### src/rtl/move_commit_sequencer_pkg.sv
// Shared codes and the move record layout for the move commit sequencer and its history stack.
package move_commit_sequencer_pkg;

   localparam int RECW = 31;

   localparam logic [5:0] PIECE_NONE = 6'b000000;
   localparam logic [5:0] PIECE_P    = 6'b000001;
   localparam logic [5:0] PIECE_R    = 6'b000010;
   localparam logic [5:0] PIECE_N    = 6'b000100;
   localparam logic [5:0] PIECE_B    = 6'b001000;
   localparam logic [5:0] PIECE_Q    = 6'b010000;
   localparam logic [5:0] PIECE_K    = 6'b100000;

   localparam logic [1:0] CASTLE_NONE  = 2'b00;
   localparam logic [1:0] CASTLE_QUEEN = 2'b01;
   localparam logic [1:0] CASTLE_KING  = 2'b10;

   localparam logic [4:0] EP_NONE = 5'b00001;
   localparam logic [4:0] EP_UL   = 5'b00010;
   localparam logic [4:0] EP_UR   = 5'b00100;
   localparam logic [4:0] EP_DL   = 5'b01000;
   localparam logic [4:0] EP_DR   = 5'b10000;

   localparam logic WHITE = 1'b1;
   localparam logic BLACK = 1'b0;

   // Bit offsets of each field inside the packed record (MSB first: from .. enpassant)
   localparam int OFS_FROM      = 25;
   localparam int OFS_TO        = 19;
   localparam int OFS_MOVING    = 13;
   localparam int OFS_CAPTURED  = 7;
   localparam int OFS_CASTLING  = 5;
   localparam int OFS_ENPASSANT = 0;

   typedef struct packed {
      logic [5:0] from;
      logic [5:0] to;
      logic [5:0] moving;
      logic [5:0] captured;
      logic [1:0] castling;
      logic [4:0] enpassant;
   } moveRec_t;

   typedef enum logic [1:0] {
      ST_IDLE  = 2'd0,
      ST_INIT  = 2'd1,
      ST_APPLY = 2'd2,
      ST_DONE  = 2'd3
   } seqState_e;

   localparam moveRec_t REC_RESET = '{
      from:      6'd0,
      to:        6'd0,
      moving:    PIECE_NONE,
      captured:  PIECE_NONE,
      castling:  CASTLE_NONE,
      enpassant: EP_NONE
   };

endpackage

### src/rtl/move_history_lifo.sv
// LIFO of played move records; the top entry is read combinationally so an undo can load it on the pop edge.
module move_history_lifo #(
   parameter int DEPTH = 64,
   parameter int W     = 31
) (
   input  logic                   clk,
   input  logic                   rst_n,
   input  logic                   clear,
   input  logic                   push,
   input  logic                   pop,
   input  logic [W-1:0]           wrData,
   output logic [W-1:0]           topData,
   output logic                   full,
   output logic                   empty,
   output logic [$clog2(DEPTH):0] count
);

   localparam int AW = $clog2(DEPTH);
   localparam int CW = AW + 1;

   logic [W-1:0]  mem_r [DEPTH];
   logic [CW-1:0] sp_r;
   logic [AW-1:0] topIdx_s;

   assign full     = (sp_r == CW'(DEPTH));
   assign empty    = (sp_r == CW'(0));
   assign count    = sp_r;
   assign topIdx_s = sp_r[AW-1:0] - AW'(1);
   assign topData  = mem_r[topIdx_s];

   // Stack pointer: clear wins, push and pop are ignored when they would overflow/underflow
   always_ff @(posedge clk or negedge rst_n) begin
      if (!rst_n) begin
         sp_r <= CW'(0);
      end else if (clear) begin
         sp_r <= CW'(0);
      end else if (push && !full) begin
         sp_r <= sp_r + CW'(1);
      end else if (pop && !empty) begin
         sp_r <= sp_r - CW'(1);
      end else begin
         sp_r <= sp_r;
      end
   end

   // Record storage, written at the current stack pointer on a legal push
   always_ff @(posedge clk) begin
      if (push && !full && !clear) begin
         mem_r[sp_r[AW-1:0]] <= wrData;
      end
   end

endmodule

### src/rtl/move_commit_sequencer.sv
// Sole master of the board updater: accepts apply/undo/new-game requests, keeps the move history
// and holds the updater fields stable with upd_en=1 for SETTLE cycles before pulsing done.
module move_commit_sequencer
   import move_commit_sequencer_pkg::*;
#(
   parameter int DEPTH  = 64,
   parameter int SETTLE = 2
) (
   input  logic                   clk,
   input  logic                   rst_n,
   input  logic                   new_game,
   input  logic                   req_valid,
   output logic                   req_ready,
   input  logic                   req_undo,
   input  logic [5:0]             req_from,
   input  logic [5:0]             req_to,
   input  logic [5:0]             req_moving,
   input  logic [5:0]             req_captured,
   input  logic [1:0]             req_castling,
   input  logic [4:0]             req_enpassant,
   output logic                   done,
   output logic                   err,
   output logic [$clog2(DEPTH):0] hist_count,
   output logic                   color_type,
   output logic                   upd_en,
   output logic                   upd_init,
   output logic                   upd_undo,
   output logic [63:0]            upd_initialPosition,
   output logic [63:0]            upd_movedPosition,
   output logic [5:0]             upd_movingPiece,
   output logic [5:0]             upd_capturedPiece,
   output logic [1:0]             upd_castling,
   output logic [4:0]             upd_enpassant
);

   localparam int SW = $clog2(SETTLE) + 1;

   function automatic logic [63:0] sqToOneHot(input logic [5:0] idx);
      return 64'd1 << idx;
   endfunction

   seqState_e     state_r, stateNext_s;
   logic [SW-1:0] settleCnt_r;

   moveRec_t   reqRec_s, topRec_s, loadRec_s, updRec_r;
   logic [RECW-1:0] topVec_s;
   logic       accept_s, pushOk_s, popOk_s, reject_s, clear_s, loadEn_s;
   logic       full_s, empty_s;
   logic       updEnNext_s, updInitNext_s, doneNext_s;
   logic       updEn_r, updInit_r, updUndo_r, done_r, err_r, color_r;
   logic [63:0] initPos_r, movedPos_r;

   assign reqRec_s  = {req_from, req_to, req_moving, req_captured, req_castling, req_enpassant};
   assign topRec_s  = topVec_s;
   assign req_ready = (state_r == ST_IDLE) && !new_game;
   assign accept_s  = req_valid && req_ready;
   assign pushOk_s  = accept_s && !req_undo && !full_s;
   assign popOk_s   = accept_s && req_undo && !empty_s;
   assign reject_s  = accept_s && (req_undo ? empty_s : full_s);
   assign clear_s   = (state_r == ST_IDLE) && new_game;
   assign loadEn_s  = pushOk_s || popOk_s;

   move_history_lifo #(.DEPTH(DEPTH), .W(RECW)) uHistory (
      .clk     (clk),
      .rst_n   (rst_n),
      .clear   (clear_s),
      .push    (pushOk_s),
      .pop     (popOk_s),
      .wrData  (reqRec_s),
      .topData (topVec_s),
      .full    (full_s),
      .empty   (empty_s),
      .count   (hist_count)
   );

   // State register and settle-window counter
   always_ff @(posedge clk or negedge rst_n) begin
      if (!rst_n) begin
         state_r     <= ST_IDLE;
         settleCnt_r <= SW'(0);
      end else begin
         state_r <= stateNext_s;
         if ((state_r == ST_INIT) || (state_r == ST_APPLY)) begin
            settleCnt_r <= settleCnt_r + SW'(1);
         end else begin
            settleCnt_r <= SW'(0);
         end
      end
   end

   // Next-state logic; new_game only takes effect from IDLE
   always_comb begin
      stateNext_s = state_r;
      case (state_r)
         ST_IDLE: begin
            if (new_game) begin
               stateNext_s = ST_INIT;
            end else if (loadEn_s) begin
               stateNext_s = ST_APPLY;
            end else begin
               stateNext_s = ST_IDLE;
            end
         end
         ST_INIT, ST_APPLY: begin
            if (settleCnt_r == SW'(SETTLE - 1)) begin
               stateNext_s = ST_DONE;
            end else begin
               stateNext_s = state_r;
            end
         end
         ST_DONE: stateNext_s = ST_IDLE;
         default: stateNext_s = ST_IDLE;
      endcase
   end

   // Output decode, evaluated one cycle ahead so every output leaves a flop
   always_comb begin
      updEnNext_s   = (stateNext_s == ST_INIT) || (stateNext_s == ST_APPLY);
      updInitNext_s = (stateNext_s == ST_INIT);
      doneNext_s    = (stateNext_s == ST_DONE);
      if (pushOk_s) begin
         loadRec_s = reqRec_s;
      end else begin
         loadRec_s = topRec_s;
      end
   end

   // Output registers; updater fields only change on an accepted apply/undo
   always_ff @(posedge clk or negedge rst_n) begin
      if (!rst_n) begin
         updEn_r    <= 1'b0;
         updInit_r  <= 1'b0;
         updUndo_r  <= 1'b0;
         done_r     <= 1'b0;
         err_r      <= 1'b0;
         color_r    <= WHITE;
         updRec_r   <= REC_RESET;
         initPos_r  <= 64'd0;
         movedPos_r <= 64'd0;
      end else begin
         updEn_r   <= updEnNext_s;
         updInit_r <= updInitNext_s;
         done_r    <= doneNext_s;
         err_r     <= reject_s;
         if (clear_s) begin
            color_r <= WHITE;
         end else if ((state_r == ST_APPLY) && (stateNext_s == ST_DONE)) begin
            color_r <= ~color_r;
         end else begin
            color_r <= color_r;
         end
         if (loadEn_s) begin
            updUndo_r  <= popOk_s;
            updRec_r   <= loadRec_s;
            initPos_r  <= sqToOneHot(loadRec_s.from);
            movedPos_r <= sqToOneHot(loadRec_s.to);
         end else begin
            updUndo_r  <= updUndo_r;
            updRec_r   <= updRec_r;
            initPos_r  <= initPos_r;
            movedPos_r <= movedPos_r;
         end
      end
   end

   assign done                = done_r;
   assign err                 = err_r;
   assign color_type          = color_r;
   assign upd_en              = updEn_r;
   assign upd_init            = updInit_r;
   assign upd_undo            = updUndo_r;
   assign upd_initialPosition = initPos_r;
   assign upd_movedPosition   = movedPos_r;
   assign upd_movingPiece     = updRec_r.moving;
   assign upd_capturedPiece   = updRec_r.captured;
   assign upd_castling        = updRec_r.castling;
   assign upd_enpassant       = updRec_r.enpassant;

endmodule
### config.mk
export PLATFORM = sky130hd
export DESIGN_NAME = move_commit_sequencer
export DESIGN_NICKNAME = d
export VERILOG_FILES = /design/src/rtl/move_commit_sequencer_pkg.sv /design/src/rtl/move_history_lifo.sv /design/src/rtl/move_commit_sequencer.sv
export SDC_FILE = /design/constraint.sdc
export NUM_CORES = 2
export LEC_CHECK = 0
export ABC_CLOCK_PERIOD_IN_PS = 6900
export BUFFER_PORTS_ARGS = -buffer_cell sky130_fd_sc_hd__buf_2
export CAP_MARGIN = 20
export CORE_ASPECT_RATIO = 0.6
export CORE_MARGIN = 3
export CORE_UTILIZATION = 50
export DETAILED_ROUTE_END_ITERATION = 16
export GPL_ROUTABILITY_DRIVEN = 0
export PLACE_DENSITY = 0.76
export SETUP_SLACK_MARGIN = 0.15
export SYNTH_ARGS = -nofsm -noshare
export SYNTH_HDL_FRONTEND = slang
export SYNTH_SLANG_ARGS = --single-unit
### constraint.sdc
create_clock -name clk -period 6.9 [get_ports clk]
set_clock_uncertainty 0.2 [all_clocks]
set_input_delay 0.345 -clock clk [delete_from_list [all_inputs] [get_ports clk]]
set_output_delay 0.345 -clock clk [all_outputs]
set_load 0.02 [all_outputs]
### Word-level counts from Yosys, hierarchy flattened

Memory sizes are Yosys's and may differ from the RTL's.
Cells that the tools add are included.
W data, S select, Z words.

* ROM bits: 0
* bits of input ports: 36
* memories kept: 1
* RAM bits: 1984
* word-level logic and storage cells: 70
* output and inout port bits: 161
* register bits after elaboration: 164
* bits in latches: 0

* order comparisons: 0
* equal/unequal tests: 8
* mux-type cells: 14
* add/subtract/negate cells: 4
* multipliers: 0
* divide/modulo/power cells: 0
* bitwise gates (word level): 1
* reductions and logical operators: 25
* shift operators: 2

Memory list
* uHistory.mem_r: depth 64, bits a word 31, rd ports 1, clocked after memory_dff 0, write ports 1, line move_history_lifo.sv:21 `logic [W-1:0] mem_r [DEPTH];`

Operator list (count)
* $shl A1 B6 Y64 const A: 2
* $mux W31: 1
* $mux W7: 3
* $logic_and A1 B1 Y1: 12
* $eq A2 B2 Y1 const B: 4
* $mux W2: 4
* $add A7 B1 Y7 const B: 1
* $eq A7 B7 Y1 const B: 1
* $logic_not A7 Y1: 1
* $sub A7 B1 Y7 const B: 1
* $eq A2 B1 Y1 const B: 3
* $pmux W2 S3: 1
* $sub A6 B1 Y6 const B: 1
* $logic_not A1 Y1: 5
* $mux W1: 5
* $logic_or A1 B1 Y1: 3
* $reduce_bool A3 Y1: 1
* $add A2 B1 Y2 const B: 1
* $logic_not A2 Y1: 1
* $reduce_bool A2 Y1: 1
* $reduce_or A2 Y1: 1
* $not A1 Y1: 1

### Depth between registers and ports, before layout

* depth in word-level cells: 13
* mapped depth: 22
* gate-level depth less buffers: 13

### Cells and area by module

From an unflattened synthesis, not the netlist that was laid out.

* cells, all modules: 4138
* area total of the unflattened synthesis: 84023.1 µm²

Modules (own cells, without submodules)
* move_history_lifo: area an instance 76733.6 µm², cells an instance 3467, seq. area each 59752.3 µm², times used 1
* move_commit_sequencer: area an instance 7289.5 µm², cells an instance 671, seq. area each 3931.3 µm², times used 1

### Least setup slack after synthesis

Ideal clock, no wire load.

* kind: reg-to-reg
* start: register uHistory.sp_r[0], in the netlist uHistory.count[0]
* end: memory uHistory.mem_r[63][0], enable pin
* data required time: 6.281 ns
* slack: 1.528 ns
* buffers on the path: 9
* data arrival time: 4.753 ns
* library setup time: 0.419 ns
* period minus slack after synthesis: 5.372 ns
* cell stages (with the launch flop): 16
* cell sequence: dfrtp_1 > buf_4 > buf_6 > buf_6 > buf_6 > buf_6 > buf_6 > inv_2 > ha_1 > buf_2 > nor2b_1 > a311oi_2 > buf_2 > buf_2 > nand4_1 > nor2_1

* cells in the longest elaborated chain, start to end: 7

Ends and longest elaborated chain
* start, declared: line move_history_lifo.sv:22 `logic [CW-1:0] sp_r;`
* start signal, assigned: line move_history_lifo.sv:38 `sp_r <= sp_r + CW'(1);`
* start signal, assigned: line move_history_lifo.sv:40 `sp_r <= sp_r - CW'(1);`
* start signal, assigned: line move_history_lifo.sv:42 `sp_r <= sp_r;`
* $eq A7 B7 Y1: line move_history_lifo.sv:25 `assign full = (sp_r == CW'(DEPTH));`
* $logic_not A1 Y1: line move_history_lifo.sv:48, move_commit_sequencer.sv:57
* $logic_and A1 B1 Y1: line move_commit_sequencer.sv:57 `assign pushOk_s = accept_s && !req_undo && !full_s;`
* $logic_and A1 B1 Y1 (2 in a row): line move_history_lifo.sv:48 `if (push && !full && !clear) begin`
* $mux W1: line move_history_lifo.sv:48
* $mux W1 (not written as such): line move_history_lifo.sv:49 `mem_r[sp_r[AW-1:0]] <= wrData;`
* end, declared: line move_history_lifo.sv:21

Several ways; a longest one is shown, not always the timed one.

### Worst setup path in the final report

* start: register uHistory.sp_r[1], in the netlist uHistory.count[1]
* end: register initPos_r[10], in the netlist upd_initialPosition[10]

* cells in the longest elaborated chain, start to end: 5
* elaborated cells on any way between the ends: 11
* classes of those cells: add/sub: 1; eq/ne: 1; shift: 1; mux: 1; reduce/logical: 6; memory: 1

Ends and longest elaborated chain
* parallel branches: the longest is 5 deep, another holds $mem_v2 Z64 W31
* end signal, assigned: line move_commit_sequencer.sv:155 `initPos_r <= sqToOneHot(loadRec_s.from);`
* end signal, assigned: line move_commit_sequencer.sv:160 `initPos_r <= initPos_r;`
* end, declared: line move_commit_sequencer.sv:51 `logic [63:0] initPos_r, movedPos_r;`

Parallel ways; which one is timed is not known.
A chain may end at the register's enable or synchronous reset.

==> flow_metrics.tcl <==
set metrics [dict create \
    status "finished clean" \
    cp-start-kind "flip-flop" \
    wl_per_cell_um 33.8 \
    cts_tree "done" \
    power.internal_mw 25.4 \
    synth_fa_ha_area_frac 0.00181 \
    start_util 0.505 \
    grt_max_degree 115 \
    synth_edf_count 1984 \
    yosysTopAreaCell "edfxtp_1" \
    clkPwrFrac 0.258 \
    crit_start "uHistory.count[1]" \
    ys.flop_type "edfxtp_1" \
    met2_usage 0.356 \
    grtUsageMet1 0.375 \
    io_pins 197 \
    syn_nets 3743 \
    grt_pass1_wl_um 307000 \
    post_cts_buffers 0 \
    netlist_instances 3695 \
    synthTopCellsByArea "edfxtp_1 (72%), mux4_2 (16%), dfrtp_1 (4.9%)" \
    root_buffer "clkbuf_16" \
    vias 42100 \
    switching_share 0.340 \
    use_met3 0.0921 \
    cts_buffer_depth 3 \
    hp-class "in2reg" \
    drtIter0Drc 6766 \
    drv_slew 0 \
    synth_common_cells "edfxtp_1 (1984), mux4_2 (591), nor2_1 (164)" \
    synthMuxAreaShare 0.167 \
    synth.top_cell.area_share 0.718 \
    area_delta_synth_final_pct 12.7 \
    synth_top_family_by_area "multiplexers" \
    multi_input_area_um2 18700 \
    p_per_area_nw_per_um2 411 \
    synth.most_common_cell "edfxtp_1" \
    tns_ns 0 \
    setup_viol 0 \
    viasPerCell 6.58 \
    yosysUniqueCellTypes 77 \
    drive_above_1_share 0.315 \
    cp.required_ns 7.42 \
    dp_cells 6041 \
    max_cap_viol_count 0 \
    synth_compound_area_frac 0.0255 \
    period_share 0.854 \
    power.leakage_nw 30.0 \
    h-tree-depth 4 \
    max_freq_mhz 170 \
    die_w_um 532 \
    r2r_end "upd_initialPosition[10]" \
    antenna_found_initial 16 \
    worstRegToRegCells 11 \
    hpwlAfterDp_um 121000 \
    nNetsFinal 4082 \
    coreArea_um2 164000 \
    hold_violations 0 \
    stdcell_count 6403 \
    timing_worst_slew_pin_value_ns 1.14 \
    regArea_um2 63700 \
    p_switching_mw 13.1 \
    rrSetupSlack_ns 1.00 \
    seq_area_frac_synth 0.768 \
    die_height_um 321 \
    grt-ovfl-total 0 \
    busiest_layer "met1" \
    p_comb_frac 0.351 \
    drcViolationCount 0 \
    path_class "reg2reg" \
    syn_area_um2 82900 \
    wl_um 216000 \
    post_cts_resized 0 \
    grtUsageTotal 0.251 \
    clkLatencyLatePin_ns 0.79 \
    cts_hold_buffers 8 \
    first_pass_iters 8 \
    arrival_ns 6.42 \
    numClockSinks 2148 \
    io_buffer_count 196 \
    avgSynthCellArea_um2 22.4 \
    die-area_um2 171000 \
    ir_drop_mv 0.570 \
    r2r-start "uHistory.count[1]" \
    fillers 11600 \
    num_rows 115 \
    p_seq_frac 0.391 \
    cts_made_buffers 176 \
    yosys_warnings 0 \
    crit_fanout 67 \
    synthSimpleGateAreaFrac 0.0231 \
    worstSetupEndpoint "upd_initialPosition[10]" \
    detail-route-antenna-nets 0 \
    ys_ff_latch 2148 \
    min_period_ns 5.90 \
    synthArstFlopShare 0.0764 \
    synth_xor_area_frac 0.000935 \
    grt_pass1_vias 41500 \
    maxSlewHeadroom 0.230 \
    clkTransAtPathRegs_ns 0.07 \
    fin_hold_ws_ns 0.0606 \
    endpoint_kind "flip-flop" \
    rsz0062_at_grt "no" \
]
worst max-delay path, stage by stage (launching register included):
cell	delay, ns
dfrtp_1	0.84
inv_1	0.19
ha_4	0.88
buf_12	0.41
mux4_2	0.40
mux2i_1	0.31
a32oi_1	0.26
and4_1	0.37
a211oi_1	0.47
buf_4	0.27
and2_0	0.79
a32o_1	0.30
worst min-delay path by stage:
stage | from | endpoint | slack, ns | cells past startpoint
global placement | settleCnt_r[0] | settleCnt_r[0] | 0.22 | 1
global route | req_to[5] | uHistory.mem_r[19][24] | 0.08 | 2
CTS | req_captured[4] | uHistory.mem_r[54][11] | 0.02 | 2
detailed placement | settleCnt_r[0] | settleCnt_r[0] | 0.25 | 1
floorplan | rst_n | done | -0.15 | 0
finish | req_moving[0] | uHistory.mem_r[52][13] | 0.06 | 2
registers in the layout (all words and copies together), names as in the netlist:
| register | cells |
|---|---|
| upd_undo | 1 |
| upd_capturedPiece | 6 |
| upd_movingPiece | 6 |
| state_r | 2 |
| upd_en | 1 |
| upd_movedPosition | 64 |
| upd_enpassant | 5 |
| upd_init | 1 |
| upd_castling | 2 |
| color_type | 1 |
| upd_initialPosition | 64 |
| uHistory.mem_r | 1984 |
| done | 1 |
| err | 1 |
| settleCnt_r | 2 |
| uHistory.count | 7 |
cells in the final DEF, fill, tap and decap left out, types with 11 or more instances in the layout:
cell	n
a22o_1	52
a32o_1	53
and3_1	12
buf_12	19
buf_2	195
buf_4	133
clkbuf_1	51
clkbuf_16	182
clkbuf_8	12
clkinv_1	23
clkinv_2	28
dfrtp_1	161
dlygate4sd3_1	22
edfxtp_1	1984
ha_1	11
inv_1	13
mux2_2	16
mux2i_1	32
mux4_2	591
nand2_1	102
nand3_1	13
nor2_1	98
nor2_4	65
nor2b_1	11
o21ai_0	51
o22ai_1	41
power groups by stage:
stage | registers [mW] | clock network (mW) | logic, mW
after global routing | 15.1 | 10.5 | 14.1
final | 15.0 | 9.91 | 13.5
after detailed placement | 15.3 | 0 | 13.1
after CTS | 15.0 | 9.98 | 13.2
after global placement | 15.3 | 0 | 12.9
after floorplan | 15.7 | 0 | 8.08
cells by family after synthesis:
logic type | count (synthesis)
xor+xnor | 8
simple gates | 387
compound gates | 269
flops | 2148
mux | 640
fa+ha+maj | 12
buf+inv | 231
area by class of cell:
class	instances	share of cell area
inverter	15	0.000602
timing repair buffer	377	0.0292
clock inverter	75	0.00696
clock buffer	246	0.0526
antenna	3	0.0000803
multi-input combinational	1316	0.200
sequential	2148	0.681
tap	2223	0.0298
metrics by stage:
step	utilization	area (um2)	worst slack (ns)	power [mW]
floorplan	-	82900	1.53	23.7
global placement	0.531	87300	1.42	28.2
detailed placement	0.532	87400	1.35	28.4
CTS	0.566	93000	1.29	38.2
global route	0.569	93500	0.810	39.7
finish	0.569	93500	1.00	38.4
layer usage:
metal  wire [um]  vias to the layer above
met5          38                        -
met4        4050                        6
met3       33600                      304
met2       96000                     3236
met1       82600                    22300
li1            -                    16300
(Power assumes the default switching activity.)
